## config.mk

```make
export PLATFORM = sky130hd
export DESIGN_NAME = wb_port_arbiter_flat
export DESIGN_NICKNAME = d
export VERILOG_FILES = /design/src/rtl/wb_port_arbiter_pkg.sv /design/src/rtl/wb_port_arbiter_if.sv /design/src/rtl/wb_port_arbiter_fifo.sv /design/src/rtl/wb_port_arbiter.sv /design/src/flat_wrapper.sv
export SDC_FILE = /design/constraint.sdc
export NUM_CORES = 1
export LEC_CHECK = 0
export ABC_AREA = 1
export CORE_MARGIN = 3
export CORE_UTILIZATION = 42
export DETAILED_ROUTE_END_ITERATION = 8
export PLACE_DENSITY_LB_ADDON = 0.15
export SETUP_SLACK_MARGIN = 0.3
export SYNTH_ARGS = -nofsm -noshare
export SYNTH_HDL_FRONTEND = slang
export SYNTH_HIERARCHICAL = 1
export SYNTH_SLANG_ARGS = --single-unit
export TNS_END_PERCENT = 30
```

## constraint.sdc

```tcl
create_clock -name clk -period 2.1 [get_ports clk]
set_input_delay 0.42 -clock clk [delete_from_list [all_inputs] [get_ports clk]]
set_output_delay 0.42 -clock clk [all_outputs]
set_load 0.01 [all_outputs]
```

## src/rtl/wb_port_arbiter_pkg.sv

```systemverilog
// rv32i_pkg: shared widths and writeback arbitration enums
package rv32i_pkg;
  localparam int XLEN = 32;
  localparam int REG_ADDR_W = 5;
  typedef enum logic [1:0] {NONE, PIPE, FIFO, BYPASS} wb_src_e;
  typedef enum logic [1:0] {IDLE, PEND, FORCE} arb_state_e;
endpackage

```

## src/rtl/wb_port_arbiter_if.sv

```systemverilog
// wb_port_arbiter_if: pipeline/MDU inputs and register-file write port bundle
interface wb_port_arbiter_if import rv32i_pkg::*; #(
  parameter int DATA_W = XLEN,
  parameter int ADDR_W = REG_ADDR_W
);
  logic                 pipe_regwrite;
  logic [ADDR_W-1:0]    pipe_rd;
  logic [DATA_W-1:0]    pipe_data;
  logic                 mdu_valid;
  logic [ADDR_W-1:0]    mdu_rd;
  logic [DATA_W-1:0]    mdu_data;
  logic                 mdu_ready;
  logic                 rf_we;
  logic [ADDR_W-1:0]    rf_waddr;
  logic [DATA_W-1:0]    rf_wdata;
  logic                 stall_o;
  logic [2**ADDR_W-1:0] pend_mask;
  modport master (
    output pipe_regwrite, pipe_rd, pipe_data, mdu_valid, mdu_rd, mdu_data,
    input  mdu_ready, rf_we, rf_waddr, rf_wdata, stall_o, pend_mask
  );
  modport slave (
    input  pipe_regwrite, pipe_rd, pipe_data, mdu_valid, mdu_rd, mdu_data,
    output mdu_ready, rf_we, rf_waddr, rf_wdata, stall_o, pend_mask
  );
endinterface

```

## src/rtl/wb_port_arbiter_fifo.sv

```systemverilog
// wb_result_fifo: in-order buffer for MDU results that lost the write port
module wb_result_fifo #(
  parameter int DEPTH  = 2,
  parameter int ADDR_W = 5,
  parameter int DATA_W = 32
) (
  input  logic                          clk,
  input  logic                          rst,
  input  logic                          i_push,
  input  logic                          i_pop,
  input  logic [ADDR_W-1:0]             i_rd,
  input  logic [DATA_W-1:0]             i_data,
  output logic                          o_full,
  output logic                          o_empty,
  output logic                          o_one,
  output logic [ADDR_W-1:0]             o_head_rd,
  output logic [DATA_W-1:0]             o_head_data,
  output logic [DEPTH-1:0]              o_vld,
  output logic [DEPTH-1:0][ADDR_W-1:0]  o_rd
);
  localparam int PW = $clog2(DEPTH);
  logic [PW-1:0]                r_wp, r_rp;
  logic [DEPTH-1:0]             r_vld;
  logic [DEPTH-1:0][ADDR_W-1:0] r_rd;
  logic [DEPTH-1:0][DATA_W-1:0] r_data;
  always_ff @(posedge clk or posedge rst) begin
    if (rst) begin
      r_wp  <= '0;
      r_rp  <= '0;
      r_vld <= '0;
    end else begin
      r_wp  <= i_push ? r_wp + 1'b1 : r_wp;
      r_rp  <= i_pop ? r_rp + 1'b1 : r_rp;
      r_vld <= (r_vld & ~(DEPTH'(i_pop) << r_rp)) | (DEPTH'(i_push) << r_wp);
    end
  end
  // payload needs no reset: entries only count through r_vld
  always_ff @(posedge clk) begin
    if (i_push) begin
      r_rd[r_wp]   <= i_rd;
      r_data[r_wp] <= i_data;
    end
  end
  assign o_full      = &r_vld;
  assign o_empty     = ~|r_vld;
  assign o_one       = $onehot(r_vld);
  assign o_head_rd   = r_rd[r_rp];
  assign o_head_data = r_data[r_rp];
  assign o_vld       = r_vld;
  assign o_rd        = r_rd;
endmodule

```

## src/rtl/wb_port_arbiter.sv

```systemverilog
// wb_port_arbiter: shares the register-file write port between pipeline WB and MDU results
module wb_port_arbiter import rv32i_pkg::*; #(
  parameter int DATA_W     = XLEN,
  parameter int ADDR_W     = REG_ADDR_W,
  parameter int FIFO_DEPTH = 2,
  parameter int MAX_WAIT   = 4
) (
  input logic               clk,
  input logic               rst,
  wb_port_arbiter_if.slave  bus
);
  localparam int AGE_W = $clog2(MAX_WAIT) + 1;
  localparam logic [1:0] S_IDLE  = IDLE;
  localparam logic [1:0] S_PEND  = PEND;
  localparam logic [1:0] S_FORCE = FORCE;
  logic [1:0]                        r_state, w_state_nxt;
  logic [AGE_W-1:0]                  r_age, w_age_nxt;
  logic                              w_busy, w_full, w_empty, w_one, w_pop, w_push, w_empty_after;
  logic [ADDR_W-1:0]                 w_head_rd;
  logic [DATA_W-1:0]                 w_head_data;
  logic [FIFO_DEPTH-1:0]             w_vld;
  logic [FIFO_DEPTH-1:0][ADDR_W-1:0] w_rd;
  logic [2**ADDR_W-1:0]              w_mask;
  wb_src_e                           w_src;
  wb_result_fifo #(.DEPTH(FIFO_DEPTH), .ADDR_W(ADDR_W), .DATA_W(DATA_W)) u_fifo (
    .clk(clk), .rst(rst), .i_push(w_push), .i_pop(w_pop),
    .i_rd(bus.mdu_rd), .i_data(bus.mdu_data),
    .o_full(w_full), .o_empty(w_empty), .o_one(w_one),
    .o_head_rd(w_head_rd), .o_head_data(w_head_data), .o_vld(w_vld), .o_rd(w_rd)
  );
  assign w_busy = bus.pipe_regwrite && bus.pipe_rd != '0;
  assign w_src  = r_state == S_FORCE ? FIFO :
                  w_busy ? PIPE :
                  !w_empty ? FIFO :
                  (bus.mdu_valid && bus.mdu_rd != '0) ? BYPASS : NONE;
  assign w_pop  = w_src == FIFO;
  assign w_push = bus.mdu_valid && !w_full && bus.mdu_rd != '0 && w_src != BYPASS;
  assign w_empty_after = !w_push && (w_empty || (w_pop && w_one));
  assign bus.mdu_ready = !w_full;
  assign bus.stall_o   = r_state == S_FORCE;
  assign bus.rf_we     = w_src != NONE;
  assign bus.rf_waddr  = w_src == PIPE ? bus.pipe_rd : w_src == FIFO ? w_head_rd :
                         w_src == BYPASS ? bus.mdu_rd : '0;
  assign bus.rf_wdata  = w_src == PIPE ? bus.pipe_data : w_src == FIFO ? w_head_data :
                         w_src == BYPASS ? bus.mdu_data : '0;
  assign bus.pend_mask = w_mask;
  always_comb begin
    w_mask = '0;
    for (int i = 0; i < FIFO_DEPTH; i++)
      if (w_vld[i]) w_mask[w_rd[i]] = 1'b1;
  end
  // the head only ages while it sits in PEND without reaching the port
  always_comb begin
    w_state_nxt = w_empty_after ? S_IDLE :
                  (r_state == S_PEND && !w_pop && r_age == AGE_W'(MAX_WAIT - 1)) ? S_FORCE : S_PEND;
    w_age_nxt   = (r_state == S_PEND && !w_pop) ? (&r_age ? r_age : r_age + 1'b1) : '0;
  end
  always_ff @(posedge clk or posedge rst) begin
    if (rst) begin
      r_state <= S_IDLE;
      r_age   <= '0;
    end else begin
      r_state <= w_state_nxt;
      r_age   <= w_age_nxt;
    end
  end
endmodule

```

## src/flat_wrapper.sv

```systemverilog
// flat-port wrapper written by rule: the top's interface ports become plain ports
module wb_port_arbiter_flat import rv32i_pkg::*;
#(
  parameter int DATA_W     = XLEN,
  parameter int ADDR_W     = REG_ADDR_W,
  parameter int FIFO_DEPTH = 2,
  parameter int MAX_WAIT   = 4
)
  (clk, rst, bus_pipe_regwrite, bus_pipe_rd, bus_pipe_data, bus_mdu_valid, bus_mdu_rd, bus_mdu_data, bus_mdu_ready, bus_rf_we, bus_rf_waddr, bus_rf_wdata, bus_stall_o, bus_pend_mask);
  wb_port_arbiter_if #(.DATA_W(DATA_W), .ADDR_W(ADDR_W)) bus_i ();
  input logic clk;
  input logic rst;
  input wire logic [$bits(bus_i.pipe_regwrite)-1:0] bus_pipe_regwrite;
  input wire logic [$bits(bus_i.pipe_rd)-1:0] bus_pipe_rd;
  input wire logic [$bits(bus_i.pipe_data)-1:0] bus_pipe_data;
  input wire logic [$bits(bus_i.mdu_valid)-1:0] bus_mdu_valid;
  input wire logic [$bits(bus_i.mdu_rd)-1:0] bus_mdu_rd;
  input wire logic [$bits(bus_i.mdu_data)-1:0] bus_mdu_data;
  output wire logic [$bits(bus_i.mdu_ready)-1:0] bus_mdu_ready;
  output wire logic [$bits(bus_i.rf_we)-1:0] bus_rf_we;
  output wire logic [$bits(bus_i.rf_waddr)-1:0] bus_rf_waddr;
  output wire logic [$bits(bus_i.rf_wdata)-1:0] bus_rf_wdata;
  output wire logic [$bits(bus_i.stall_o)-1:0] bus_stall_o;
  output wire logic [$bits(bus_i.pend_mask)-1:0] bus_pend_mask;
  assign bus_i.pipe_regwrite = bus_pipe_regwrite;
  assign bus_i.pipe_rd = bus_pipe_rd;
  assign bus_i.pipe_data = bus_pipe_data;
  assign bus_i.mdu_valid = bus_mdu_valid;
  assign bus_i.mdu_rd = bus_mdu_rd;
  assign bus_i.mdu_data = bus_mdu_data;
  assign bus_mdu_ready = bus_i.mdu_ready;
  assign bus_rf_we = bus_i.rf_we;
  assign bus_rf_waddr = bus_i.rf_waddr;
  assign bus_rf_wdata = bus_i.rf_wdata;
  assign bus_stall_o = bus_i.stall_o;
  assign bus_pend_mask = bus_i.pend_mask;
  wb_port_arbiter #(.DATA_W(DATA_W), .ADDR_W(ADDR_W), .FIFO_DEPTH(FIFO_DEPTH), .MAX_WAIT(MAX_WAIT)) u_core (.clk(clk), .rst(rst), .bus(bus_i));
endmodule
```

==> out/qor.txt <==
Status - finished with violations
Violated checks - setup timing
Synth top area share - 0.4839
Antenna cells - 0
Flop2flop setup slack - 0.10 ns
Clock transition at path regs - 0.09 ns
Worst R2R Path Depth - 11
CTS tree - built
Clock sinks - 83
Power, Total - 8.115 mW
Slew margin rel. - 0.8132
Hold Path Class - input port to async pin
Worst-path maximum fanout - 7
Crit Path Class - register to primary output
Slew @ Worst Pin - 0.2797 ns
Vias per cell - 5.289
Chip width - 110.6 um
Reg2reg start - u_core/u_fifo/o_vld[1]
Final net count - 845
P&R area growth vs syn - 63.38%
Final ANT Viol Nets - 0
Setup slack after layout - -0.2684 ns
Adder-cell share of the synthesized area - 0.01362
Root Buffer - clkbuf_8
CTS HTree Levels - 3
Synth Area in XOR/XNOR - 0.005722
Setup crit end - bus_rf_wdata[12]
Std cell rows - 37
Detailed Route Iter0 Violations - 284
Power density cells - 1082 mW/mm^2
Pre-CTS WS - -0.7649 ns
Post-layout min period - 2.368 ns
Wire length per cell - 16.61 um
DRC viols - 0
Syn_nets - 617
Routed vias - 4776
R2r endpoint - u_core/u_fifo/o_rd[2]
Vias in the first global route - 4729
Peak VDD IR - 0.0006286 V
Mapped Cells - 534
Die footprint - 0.01222 mm^2
Chip Height - 110.6 um
Max Clock Skew - 0.01776 ns
Synth warn - 6
Pre-antenna DRT Iters - 5
DPL Wire Length - 9702 um
First-pass GRT wire length - 23220 um
Largest net degree at the start of global routing - 40
Synth top area cells - edfxtp_1, nand2_1, nand3_1
Seq/Total Area, Yosys - 0.5330
Routed wire length - 15000 um
I/O pin cnt - 150
Post-Syn Area - 0.004592 mm^2
Post-synthesis mux area share - 0.002180
Num CTS Buffers - 9
Async SR Flop Fraction - 0.1084
Initial core utilization - 0.4389
Setup_tns - -8.140 ns
Clock Tree Buf Depth - 2
Layout Utilization - 0.7171
Startpoint Class - register
Synth Area in Compound Gates - 0.04823
Crit. Startpoint - u_core/u_fifo/o_vld[1]
Endpoints failing hold - 0
Crit. End Element - primary output
Commonest cells in the netlist - nand2_1, edfxtp_1, nand3_1
Setup-failing EPs final - 37
Grt ovf - 0
Fmax - 0.4222 GHz
Top_reg_cell synth - edfxtp_1
Pleak - 3.352 nW
Max-cap viol count - 0
Post-synth top area cell - edfxtp_1
Initial antenna violation count - 0
EDFF count, synth - 74
Gpl congestion - 0.8639
Count leader, synth - nand2_1
Pins Over Slew Limit - 0
Mapped Avg Cell Area - 8.599 um^2
#FFs+latches synth - 83
Share of cells above drive strength 1 - 0.3390
Worst skew pair latency - 0.36 ns
Unrepaired setup endpoints after global routing - yes
Total GRT Usage - 0.2333
CP arrival - 1.95 ns
CORE AREA - 0.01046 mm^2
Hold-fix buffers at CTS - 0
Final Cycle Share - 1.128
Buffers added on ports - 149
Post-synthesis simple-gate area fraction - 0.3270
Synth unique cells - 26
Largest family of logic cells by synthesized area - simple AND/OR/NAND/NOR gates
Worst path required time - 1.68 ns
==> area by class of cell <==
class / count / area (um^2)
well taps: 136 / 170.2
inverters: 32 / 142.6
clock buffers: 9 / 123.9
flip-flops and latches: 83 / 2449
multi-input cells: 394 / 2147
clock inverters: 7 / 106.4
repair buffers: 242 / 2364
fillers: 795 / 2960
==> logic make-up (layout without fill, tap and decap cells) <==
kind of cell    Yosys count  in the layout
simple gates            346            346
flops                    83             83
buf+inv                  57            290
compound gates           39             39
fa+ha+maj                 5              5
xor+xnor                  3              3
mux                       1              1
==> state kept, by name (all words and copies together) (netlist names) <==
name                  flops
u_core/u_fifo/r_data     64
u_core/u_fifo/o_vld       2
u_core/r_state            2
u_core/u_fifo/r_wp        1
u_core/r_age              3
u_core/u_fifo/o_rd       10
u_core/u_fifo/r_rp        1
==> layout by cell type, fill, tap and decap left out, drive strengths merged <==
cell           synthesis  routed
clkdlybuf4s15          0       7
dfrtp                  9       9
bufinv                 0       2
mux2i                  1       1
o2bb2ai                1       1
inv                   32      34
clkbuf                 1      12
clkinvlp               0       2
dlygate4sd2            0       5
buf                   24     162
a22oi                  1       1
o21ai                 33      33
clkdlybuf4s50          0      65
nand3                 52      52
edfxtp                74      74
a21oi                  3       3
nor3                  10      10
ha                     5       5
clkinv                 0       1
nor2                  11      11
nand2                234     234
nand4                 39      39
xor2                   3       3
o211ai                 1       1
==> stage by stage <==
stage          cells  hold slack [ns]  area [um^2]
5_1_grt          903           0.2925         7502
3_3_place_gp     844           0.4971         6671
2_1_floorplan    534           0.1861         4634
4_1_cts          894           0.2807         7131
6_report         903           0.2814         7502
3_5_place_dp     844           0.5102         6671
==> per-layer routing <==
layer / track usage / routed length [um] / vias to the layer above / part of all wire
li1: - / - / 2279 / -
met1: 0.2751 / 5676 / 2217 / 0.38
met2: 0.4082 / 7658 / 246 / 0.51
met3: 0.06247 / 1273 / 34 / 0.085
met4: 0.08374 / 391 / 0 / 0.026
met5: 0 / 0 / - / 0
==> worst min-delay path by stage <==
stage                             end  slack, ns  depth (start not counted)
4_1_cts        u_core/u_fifo/o_vld[0]       0.28                          2
3_3_place_gp       u_core/u_fifo/r_wp       0.50                          1
3_5_place_dp       u_core/u_fifo/r_wp       0.51                          1
2_1_floorplan  u_core/u_fifo/o_vld[0]       0.19                          1
5_1_grt        u_core/u_fifo/o_vld[1]       0.29                          2
6_report       u_core/u_fifo/o_vld[0]       0.28                          2
==> power by group <==
| part | switching, mW | leakage (nW) | internal (mW) | total (mW) |
|---|---|---|---|---|
| logic | 2.38 | 2.44 | 1.99 | 4.38 |
| registers | 0.187 | 0.795 | 2.25 | 2.44 |
| clock network | 0.606 | 0.117 | 0.693 | 1.30 |
| total | 3.18 | 3.35 | 4.94 | 8.11 |
==> worst max-delay path, cell delays in order, from the launching register on <==
cell,delay [ns]
dfrtp_1,0.41
inv_2,0.08
ha_4,0.16
inv_6,0.04
buf_4,0.14
o2bb2ai_4,0.16
buf_6,0.16
clkbuf_16,0.17
nand2_4,0.06
nand3_1,0.08
buf_2,0.14
==> repair_timing <==
action,in CTS,in global routing
endpoints found under the setup margin,146,145
resized for setup,354,87
buffers inserted,30,6
gates cloned,4,3
pin swaps,13,15
Note: power is estimated with default switching activity, not from simulation.
